--- src/rtl/seg_mux_disp.sv ---
// Time-multiplexed seven-segment driver: hex decode, per-digit blanking and
// decimal points, with a programmable all-dark gap between digit slots.
module seg_mux_disp #(
    parameter int unsigned NUM_DIGITS     = 2,
    parameter int unsigned REFRESH_DIV    = 24000,
    parameter int unsigned DEAD_CYCLES    = 4,
    parameter bit          SEG_ACTIVE_LOW = 1'b1,
    parameter bit          AN_ACTIVE_LOW  = 1'b1
) (
    input  logic                                             clk,
    input  logic                                             reset,
    input  logic [4*NUM_DIGITS-1:0]                          digits,
    input  logic [NUM_DIGITS-1:0]                            blank,
    input  logic [NUM_DIGITS-1:0]                            dp_in,
    output logic [6:0]                                       seg,
    output logic                                             dp,
    output logic [NUM_DIGITS-1:0]                            an,
    output logic [((NUM_DIGITS > 1) ? $clog2(NUM_DIGITS) : 1)-1:0] digit_idx
);

    localparam int unsigned IW   = (NUM_DIGITS > 1) ? $clog2(NUM_DIGITS) : 1;
    localparam int unsigned CMAX = (REFRESH_DIV > DEAD_CYCLES) ? REFRESH_DIV : DEAD_CYCLES;
    localparam int unsigned CW   = $clog2(CMAX + 1);

    localparam logic [CW-1:0]         SHOW_LAST = CW'(REFRESH_DIV - 1);
    localparam logic [CW-1:0]         DEAD_LAST = CW'((DEAD_CYCLES > 0) ? DEAD_CYCLES - 1 : 0);
    localparam logic [IW-1:0]         IDX_LAST  = IW'(NUM_DIGITS - 1);
    localparam logic [6:0]            SEG_OFF   = {7{SEG_ACTIVE_LOW}};
    localparam logic                  DP_OFF    = SEG_ACTIVE_LOW;
    localparam logic [NUM_DIGITS-1:0] AN_OFF    = {NUM_DIGITS{AN_ACTIVE_LOW}};

    typedef enum logic [0:0] {
        ST_DEAD = 1'b0,
        ST_SHOW = 1'b1
    } state_t;

    state_t                state_q, state_d;
    logic [CW-1:0]         cnt_q, cnt_d;
    logic [IW-1:0]         idx_d;
    logic [6:0]            seg_d;
    logic                  dp_d;
    logic [NUM_DIGITS-1:0] an_d;
    logic                  load;
    logic [3:0]            nib;
    logic                  blk;
    logic                  dpi;
    logic [NUM_DIGITS-1:0] onehot;

    // Logical ABCDEFG pattern, 1 = lit.
    function automatic logic [6:0] hex_pattern(input logic [3:0] v);
        case (v)
            4'h0: hex_pattern = 7'b1111110;
            4'h1: hex_pattern = 7'b0110000;
            4'h2: hex_pattern = 7'b1101101;
            4'h3: hex_pattern = 7'b1111001;
            4'h4: hex_pattern = 7'b0110011;
            4'h5: hex_pattern = 7'b1011011;
            4'h6: hex_pattern = 7'b1011111;
            4'h7: hex_pattern = 7'b1110000;
            4'h8: hex_pattern = 7'b1111111;
            4'h9: hex_pattern = 7'b1111011;
            4'hA: hex_pattern = 7'b1110111;
            4'hB: hex_pattern = 7'b0011111;
            4'hC: hex_pattern = 7'b1001110;
            4'hD: hex_pattern = 7'b0111101;
            4'hE: hex_pattern = 7'b1001111;
            4'hF: hex_pattern = 7'b1000111;
        endcase
    endfunction

    // Next state, slot counter and digit index.
    always_comb begin
        state_d = state_q;
        cnt_d   = cnt_q;
        idx_d   = digit_idx;
        load    = 1'b0;
        case (state_q)
            ST_DEAD: begin
                if (DEAD_CYCLES == 0 || cnt_q == DEAD_LAST) begin
                    state_d = ST_SHOW;
                    cnt_d   = '0;
                    load    = 1'b1;
                end else begin
                    cnt_d = cnt_q + CW'(1);
                end
            end
            ST_SHOW: begin
                if (cnt_q == SHOW_LAST) begin
                    cnt_d = '0;
                    idx_d = (digit_idx == IDX_LAST) ? '0 : digit_idx + IW'(1);
                    if (DEAD_CYCLES > 0) begin
                        state_d = ST_DEAD;
                    end else begin
                        load = 1'b1;
                    end
                end else begin
                    cnt_d = cnt_q + CW'(1);
                end
            end
            default: begin
                state_d = ST_DEAD;
                cnt_d   = '0;
            end
        endcase
    end

    // Pick the slot's digit fields using the next index so outputs align with the latch edge.
    always_comb begin
        nib = 4'h0;
        blk = 1'b0;
        dpi = 1'b0;
        for (int i = 0; i < int'(NUM_DIGITS); i++) begin
            if (idx_d == IW'(i)) begin
                nib = digits[4*i +: 4];
                blk = blank[i];
                dpi = dp_in[i];
            end
        end
        onehot = NUM_DIGITS'(1) << idx_d;
    end

    // Output values are held between latches, so mid-slot input changes are invisible.
    always_comb begin
        seg_d = seg;
        dp_d  = dp;
        an_d  = an;
        if (state_d == ST_DEAD) begin
            seg_d = SEG_OFF;
            dp_d  = DP_OFF;
            an_d  = AN_OFF;
        end else if (load) begin
            seg_d = blk ? SEG_OFF : (hex_pattern(nib) ^ {7{SEG_ACTIVE_LOW}});
            dp_d  = (dpi & ~blk) ^ SEG_ACTIVE_LOW;
            an_d  = onehot ^ AN_OFF;
        end
    end

    always_ff @(posedge clk) begin
        if (reset) begin
            state_q   <= ST_DEAD;
            cnt_q     <= '0;
            digit_idx <= '0;
            seg       <= SEG_OFF;
            dp        <= DP_OFF;
            an        <= AN_OFF;
        end else begin
            state_q   <= state_d;
            cnt_q     <= cnt_d;
            digit_idx <= idx_d;
            seg       <= seg_d;
            dp        <= dp_d;
            an        <= an_d;
        end
    end

endmodule

--- config.mk ---
export PLATFORM = sky130hd
export DESIGN_NAME = seg_mux_disp
export DESIGN_NICKNAME = d
export VERILOG_FILES = /design/src/rtl/seg_mux_disp.sv
export SDC_FILE = /design/constraint.sdc
export NUM_CORES = 1
export LEC_CHECK = 0
export ABC_AREA = 1
export CAP_MARGIN = 15
export CORE_MARGIN = 5
export CORE_UTILIZATION = 58
export CTS_CLUSTER_SIZE = 25
export DETAILED_ROUTE_END_ITERATION = 12
export HOLD_SLACK_MARGIN = 0.12
export PLACE_DENSITY = 0.93
export SYNTH_ARGS = -nofsm -noshare
export SYNTH_HDL_FRONTEND = slang
export SYNTH_SLANG_ARGS = --single-unit
--- constraint.sdc ---
create_clock -name clk -period 5.5 [get_ports clk]
set_clock_uncertainty 0.1 [all_clocks]
set_input_delay 0.55 -clock clk [delete_from_list [all_inputs] [get_ports clk]]
set_output_delay 0.55 -clock clk [all_outputs]
set_load 0.03 [all_outputs]
After elaboration in Yosys (flattened, before gate mapping). Memory sizes are Yosys's and may differ from the RTL's. Cells that the tools add are included.

Bitwise gates (word level): 7. Mux-type cells: 16. Reduce and logical (&&, ||, !) cells: 1. Shifts and indexed selects: 1. Equality and inequality tests: 2. Add/sub/neg operators: 2.

Operator list (count): $mux 15 (2); $pmux 15 s2 (1); $mux 7 (3); $add 15x1->15 const B (1); $eq 15x15->1 const B (1); $eq 15x2->1 const B (1); $mux 1 (7); $not 7->7 (1); $mux 4 (1); $not 1->1 (4); $pmux 1 s2 (2); $not 2->2 (1); $reduce_or 2->1 (1); $shl 1x1->2 const A (1); $add 1x1->1 const B (1); $and 1x1->1 (1).

Memories: 1. Logic and storage cells: 36. Output and inout port bits: 11. Register bits: 27. Input bits: 14. ROM bits: 112.

Memories: (no name shown) (depth 16, width 7, rd ports 1, clocked after Yosys merged registers in 0, wr ports 0, line 51) `case (v)`.

Longest topological paths before layout. Gate-level depths: netlist of run 1. An unclocked memory read counts as a cell.

Depth in word-level cells: 10. Depth in mapped cells: 18. Gate-level depth less buffers: 18.

Worst setup path before layout of run 1. No wires, ideal clock.

Kind: register -> register. Start: register cnt_q[0]. End: register seg[5]. Path buffers: 0. Cell stages (with the launch flop): 17. Setup time: 0.115 ns. Data required time: 5.285 ns. Clock period less this slack: 2.188 ns. Arrival: 1.973 ns. Slack: 3.312 ns. Cells stage by stage: dfxtp_1 > ha_1 > nand3_2 > nor2_8 > nand4_4 > nand2_8 > nand2_1 > nand2_1 > inv_1 > ha_1 > inv_1 > nand2_2 > nand2_1 > nand2_1 > nand2_1 > nand2_1 > nand2_1.

Word-level cells in the longest chain between the ends: 9. Elaborated cells on any way between the ends: 17. Those cells by class: eq/ne: 2; mux: 11; bitwise: 2; reduce/logical: 1; memory: 1.

Ends and longest elaborated chain: start: declaration (line 38) `logic [CW-1:0] cnt_q, cnt_d;`; start signal: assignment (line 148) `cnt_q <= cnt_d;`; $eq 15x15->1 (line 88) `if (cnt_q == SHOW_LAST) begin`; $mux 1 (line 88); $mux 1 (line 77) `case (state_q)`; $mux 4 (line 113) `if (idx_d == IW'(i)) begin`; $mem_v2 16x7; $mux 7 (line 131) `end else if (load) begin`; $mux 7 (line 127) `if (state_d == ST_DEAD) begin`; $not 7->7 (no source line); $mux 7 (line 132) `seg_d = blk ? SEG_OFF : (hex_pattern(nib) ^ {7{SEG_ACTIVE_LOW}});`; end signal: assignment (line 150) `seg <= seg_d;`; end: declaration (line 15) `output logic [6:0] seg,`.

Parallel ways exist; a longest one is shown, timed or not. The select of a mux whose other input is x is not followed. A chain may end at the register's enable or synchronous reset.

Worst setup path in the final report of run 1.
Start: register state_q. End: register seg[3].

Word-level cells in the longest chain between the ends: 7. Elaborated cells on any way between the ends: 13. Those cells by class: mux: 8; bitwise: 3; reduce/logical: 1; memory: 1.

Ends and longest elaborated chain: start: declaration (line 37) `state_t state_q, state_d;`; start signal: assignment (line 147) `state_q <= state_d;`; $mux 1 (line 77); $mux 4 (line 113); $mem_v2 16x7; $mux 7 (line 131); $mux 7 (line 127); $not 7->7 (no source line); $mux 7 (line 132).

Parallel ways exist; a longest one is shown, timed or not. The select of a mux whose other input is x is not followed.

==> results.md, run 1 <==
* Measured slew at the worst slew-check pin at 0.499 ns
* Residual DRC at 0
* H-Tree Depth at 1
* Final TNS setup at 0 ns
* Via density at 5.27
* Syn_area_per_cell at 7.10 um2
* Arrival time at the worst endpoint at 2.59 ns
* Yosys Warn Count at 0
* Commonest non-fill, non-tap cells in the layout: nand2_1 (66), inv_1 (27), dfxtp_1 (27), nand3_1 (26), clkdlybuf4s50_1 (24)
* Worst slew margin at 66.6%
* CP Depth at 14
* Worst R2R Path Depth at 14
* DP HPWL at 2.77 mm
* Worst skew pair latency at 0.33 ns
* Outcome: finished, final reports clean
* Internal power at 0.000263 W
* Post-synthesis register bit count at 27
* Placer Congestion at 0.893
* Cts bufs inserted at 3
* Worst Path Buf+Inv at 1
* Switching Power at 0.000109 W
* Post-Syn Instances at 236
* Most common cell after layout, fill and taps aside: nand2_1
* Syn-to-layout area delta at 17.3%
* CTS tree: built
* CTS root buf: clkbuf_4
* Number of global-route vias before repair at 1456
* Crit path to: seg[3]
* Combinational share of power at 20.4%
* Vias at 1544
* Die height at 63.8 um
* Net Count, Synth at 257
* Leakage at 0.817 nW
* Critical-path top delay cell: dfxtp_1
* Crit Path Category: flip-flop to flip-flop
* CTS clock-pin slew for the worst setup and hold paths at 0.15 ns
* Setup slack after layout at 3.04 ns
* Largest net degree at the start of global routing at 16
* FF-to-FF setup slack at 3.04 ns
* PostCTS Resize Cnt at 0
* Routed wire length at 3.41 mm
* Fmax at 406 MHz
* Crit-path leading delay family: simple AND/OR/NAND/NOR gates
* Final setup violating endpoints at 0
* Die Area at 4070 um2
* Tmin final at 2.46 ns
* Post-CTS setup buffers at 0
* # IOs at 25
* Core area at 2760 um2
* Mapped cell area at 1680 um2
* Antenna violations before repair at 0
* Layout cell share with drive strength beyond 1 at 12.6%
* Clock Sinks at 27
* Min-delay worst type: flip-flop to flip-flop
* Cell mode on critical path: nand2_1
* Total global routing overflow at 0
* Max-cap viol count at 0
* Critical Path Max Stage Delay at 0.58 ns
* Dpl cells at 289
* Period utilisation layout at 44.8%
* RSZ-0062 raised after global routing: false
* Fillers at 219
* Max VDD drop at 0.000188 V
* Reg-to-Reg Start: state_q
* Ant. Diodes at 0
* Crit path launch type: flip-flop
* Initial DRT Pass Iterations at 4
* Distinct cells, synth at 33
* Crit-path cells: nand2_1 -> nor2_2 -> nand4_4 -> nand2_8 -> nand2_1 -> nand2_1 -> inv_1 -> ha_1 -> nand3_1 -> nand2_1 -> nand2_1 -> nand3_1 -> nand2_1 -> nand2_1
* Clock Power Share at 23.1%
* Initial DRC count at 124
* Die W at 63.8 um
* Capture point of the worst reg-to-reg path: seg[3]
* Global-route wire length before repair at 6.14 mm
* Max Buffers Root-to-Sink at 2
* # nets final at 284
* Switching Share at 29.3%
* Crit path capture type: flip-flop
* Port Buffers at 24
* CTS Hold Buffers Added at 0
* DP Worst Slack at 3.06 ns
* Final slew viol count at 0
* Sequential power share at 56.5%
* Antenna Nets Post-Route at 0
* Crit. Startpoint: state_q
* Row count at 19
* Routed length per instance at 11.6 um
* Required @ worst endpoint at 5.63 ns
* Fin. Hold Viols at 0
* Initial core utilization at 60.8%
* WHS at 0.380 ns
* Sequential fraction of the synthesis area at 32.2%
* Fin cells at 293
* Power Density at 189 nW/um2
* All-Layer GR Usage at 18.1%
* Crit Path Max Fanout at 12
-- layer usage --
metal / GRT usage, % / wire length (um) / vias to the layer above
met5: 0 / 0 / -
met4: 5.45 / 38 / 0
met3: 3.15 / 199 / 4
met2: 29.8 / 1540 / 45
met1: 24.3 / 1630 / 692
li1: - / - / 803
-- layout make-up --
cell class | count | area (um2) | share of cell area, %
clock buffer | 3 | 22.5 | 1.15
clock inverter | 1 | 5.00 | 0.254
inverter | 35 | 138 | 7.00
multi-input combinational | 172 | 982 | 49.9
sequential | 27 | 541 | 27.5
tap | 31 | 38.8 | 1.97
timing repair buffer | 24 | 240 | 12.2
-- logic make-up (layout without fill, tap and decap cells) --
kind of cell	count (synthesis)	after routing	share of synthesized area, %
AOI/OAI and AO/OA	19	19	6.49
and+or+nand+nor	142	142	44.8
buffers and inverters	37	63	9.18
adders and majority gates	7	7	5.22
DFF	27	27	32.2
xor gates and xnor gates	4	4	2.09
-- worst min-delay path by stage --
stage | start | endpoint | cells past startpoint
after CTS | cnt_q[0] | cnt_q[0] | 1
after detailed placement | cnt_q[0] | cnt_q[0] | 1
after global routing | dp | dp | 2
after global placement | cnt_q[0] | cnt_q[0] | 1
final | cnt_q[0] | cnt_q[0] | 1
after floorplan | cnt_q[0] | cnt_q[0] | 1
-- state kept, by name, summed over array words and instances (netlist names) --
register   flops
state_q        1
seg            7
digit_idx      1
dp             1
an             2
cnt_q         15
-- worst reg2reg max path, stage by stage (launching register included) --
cell and delay (ns):
dfxtp_1 0.58, nand2_1 0.12, nor2_2 0.21, nand4_4 0.19, nand2_8 0.17, nand2_1 0.06
nand2_1 0.15, inv_1 0.11, ha_1 0.20, nand3_1 0.13, nand2_1 0.07, nand2_1 0.05
nand3_1 0.09, nand2_1 0.07, nand2_1 0.05
-- metrics by stage --
step           util [%]  total power, W  cell area [um2]
6_report           71.3        0.000372             1970
3_3_place_gp       70.3        0.000288             1940
3_5_place_dp       70.3        0.000290             1940
5_1_grt            71.3        0.000392             1970
4_1_cts            71.3        0.000374             1970
2_1_floorplan         -        0.000261             1680
-- Yosys cell counts, drive strengths merged --
cell | n | share of area (%)
xor2 | 4 | 2.1
nor2 | 22 | 6.5
nor4 | 2 | 0.75
a21oi | 10 | 3.2
nor3b | 2 | 0.90
ha | 7 | 5.2
o21a | 1 | 0.45
nand4 | 4 | 2.4
nor3 | 3 | 1.2
nand3b | 2 | 0.90
a221oi | 1 | 0.52
nand3 | 29 | 9.6
clkinv | 2 | 0.52
nand2 | 78 | 23
clkbuf | 1 | 0.22
inv | 33 | 7.7
dlymetal6s2s | 1 | 0.75
o21ai | 7 | 2.3
dfxtp | 27 | 32
-- power groups by stage --
stage                     sequential, W   clock, W  combinational (W)
after floorplan                0.000222          0          0.0000392
after global placement         0.000214          0          0.0000743
after detailed placement       0.000215          0          0.0000754
after CTS                      0.000210  0.0000879          0.0000759
after global routing           0.000212  0.0000959          0.0000843
final                          0.000210  0.0000857          0.0000758
(Power assumes the default switching activity.)
==> run 2: changes to the inputs <==
--- a/config.mk
+++ b/config.mk
@@ -8,11 +8,11 @@
 export ABC_AREA = 1
 export CAP_MARGIN = 15
 export CORE_MARGIN = 5
-export CORE_UTILIZATION = 58
+export CORE_UTILIZATION = 48
 export CTS_CLUSTER_SIZE = 25
 export DETAILED_ROUTE_END_ITERATION = 12
 export HOLD_SLACK_MARGIN = 0.12
-export PLACE_DENSITY = 0.93
+export PLACE_DENSITY = 0.83
 export SYNTH_ARGS = -nofsm -noshare
 export SYNTH_HDL_FRONTEND = slang
 export SYNTH_SLANG_ARGS = --single-unit
==> constraint.sdc (replaced) <==
create_clock -name clk -period 2.15 [get_ports clk]
set_clock_uncertainty 0.1 [all_clocks]
set_input_delay 0.215 -clock clk [delete_from_list [all_inputs] [get_ports clk]]
set_output_delay 0.215 -clock clk [all_outputs]
set_load 0.03 [all_outputs]
==> run 2 against run 1 <==
- cell count grew 11%
- via count grew 5.1%
- worst setup slack lost 3.0 ns
- power grew to 2.7 times the previous value
- clock power grew to 2.6 times the previous value
- count of clock-buffer cells in the layout grew 1
- worst hold slack is essentially flat
- wire length grew 16%
- maximum frequency grew 18%
- combinational power grew to 3.2 times the previous value
- first-iteration DRC count shrank 14%
- largest power group unchanged
==> results.md, run 2 (synthesis results as in run 1) <==
* Crit-path leading delay family: simple AND/OR/NAND/NOR gates
* Placer Congestion at 0.907
* DP HPWL at 2.86 mm
* Crit Path Category: flip-flop to flip-flop
* Commonest non-fill, non-tap cells in the layout: nand2_1 (58), inv_1 (24), nand3_1 (24), clkdlybuf4s50_1 (24), dfxtp_1 (21)
* H-Tree Depth at 1
* Largest Register: cnt_q
* Initial DRT Pass Iterations at 4
* Largest register FFs at 15
* Max Buffers Root-to-Sink at 2
* Arrival time at the worst endpoint at 2.27 ns
* Antenna violations before repair at 0
* Largest net degree at the start of global routing at 15
* Max VDD drop at 0.000201 V
* Regs by FF count: cnt_q: 15 flops, seg: 7 flops, an: 2 flops
* Layout cell share with drive strength beyond 1 at 26.8%
* Final setup violating endpoints at 0
* Worst Path Buf+Inv at 1
* Port Buffers at 24
* Critical Path Max Stage Delay at 0.38 ns
* Tmin final at 2.08 ns
* Fillers at 301
* CTS clock-pin slew for the worst setup and hold paths at 0.14 ns
* Power Density at 434 nW/um2
* Fmax at 480 MHz
* RSZ-0062 raised after global routing: true
* Setup slack after layout at 0.0677 ns
* Required @ worst endpoint at 2.34 ns
* Vias at 1623
* Syn-to-layout area delta at 37.3%
* Initial DRC count at 107
* Number of global-route vias before repair at 1532
* Final slew viol count at 0
* All-Layer GR Usage at 16.4%
* Die W at 69.1 um
* Cts bufs inserted at 3
* Global-route wire length before repair at 6.60 mm
* Crit path launch type: flip-flop
* Crit path capture type: flip-flop
* Ant. Diodes at 0
* Routed wire length at 3.94 mm
* Total global routing overflow at 0
* Worst slew margin at 77.2%
* Crit-path cells: ha_4 -> nand3_4 -> nor2_8 -> nand4_4 -> nand3b_1 -> nand2_4 -> buf_4 -> ha_1 -> o21ai_2 -> nand2_1 -> nand2_1 -> nand2_1 -> nand2_1
* Min-delay worst type: flip-flop to flip-flop
* Cell mode on critical path: nand2_1
* Measured slew at the worst slew-check pin at 0.339 ns
* Worst skew pair latency at 0.33 ns
* # nets final at 302
* Critical-path top delay cell: dfxtp_2
* Clock Sinks at 27
* CTS root buf: clkbuf_4
* Via density at 4.98
* Fin. Hold Viols at 0
* DP Worst Slack at -0.0492 ns
* Routed length per instance at 12.1 um
* Die Area at 4770 um2
* Row count at 21
* CTS tree: built
* WHS at 0.380 ns
* # IOs at 25
* Core area at 3360 um2
* Most common cell after layout, fill and taps aside: nand2_1
* Initial core utilization at 49.9%
* Leakage at 0.933 nW
* Residual DRC at 0
* Crit Path Max Fanout at 5
* Final TNS setup at 0 ns
* Period utilisation layout at 96.9%
* Max-cap viol count at 0
* Antenna Nets Post-Route at 0
* Outcome: finished, final reports clean
* Die height at 69.1 um
## run 2: cell types whose count changed in the layout (fill, tap and decap cells not counted), sizes merged
cell	change
clkbuf	+1
buf	+18
clkinv	-1
## run 2: stage by stage
step                      total power, W  instance area (um2)  std cells  util, %
after floorplan                 0.000668                 1680        236        -
after global placement          0.000751                 2070        318     61.4
after detailed placement        0.000754                 2070        318     61.4
after CTS                       0.000980                 2140        324     63.7
after global routing             0.00105                 2300        326     68.5
final                           0.000998                 2300        326     68.5
## run 2: worst reg2reg max path, stage by stage (launching register included)
cell and delay [ns]:
dfxtp_2 0.38, ha_4 0.15, nand3_4 0.09, nor2_8 0.13, nand4_4 0.18, nand3b_1 0.21, nand2_4 0.09, buf_4 0.14
ha_1 0.20, o21ai_2 0.13, nand2_1 0.06, nand2_1 0.08, nand2_1 0.05, nand2_1 0.05
## run 2: final cells by class
class | instances | area, um2 | area share (%)
multi-input combinational | 172 | 1140 | 49.6
clock buffer | 4 | 26.3 | 1.14
sequential | 27 | 548 | 23.8
tap | 46 | 57.6 | 2.50
inverter | 35 | 150 | 6.52
timing repair buffer | 42 | 379 | 16.5
## run 2: metal layers
metal  global-route usage, %  share of wire (%)  wire, um
met5                       0                  0         0
met2                    25.8                 47      1870
met1                    21.2                 46      1800
met4                    10.2                3.3       131
met3                    2.03                3.3       131
## run 2: worst paths after layout
path	endpoint	cells after the start	from	slack, ns
worst max-delay path	seg[1]	13	cnt_q[1]	0.07
worst max register to register	seg[1]	13	cnt_q[1]	0.07
worst min-delay path	seg[0]	2	seg[0]	0.38
worst min register to register	seg[0]	2	seg[0]	0.38
## run 2: where the power goes
part,internal (W),switching (W)
combinational,0.000109,0.000132
clock,0.0000729,0.000147
sequential,0.000522,0.0000146
## run 2: what timing repair did
item | CTS | global route
hold buffers | 0 | 0
gates cloned | 0 | 0
setup endpoints to repair | 5 | 7
resized for setup | 8 | 36
setup buffers | 2 | 3
pin swaps | 4 | 13
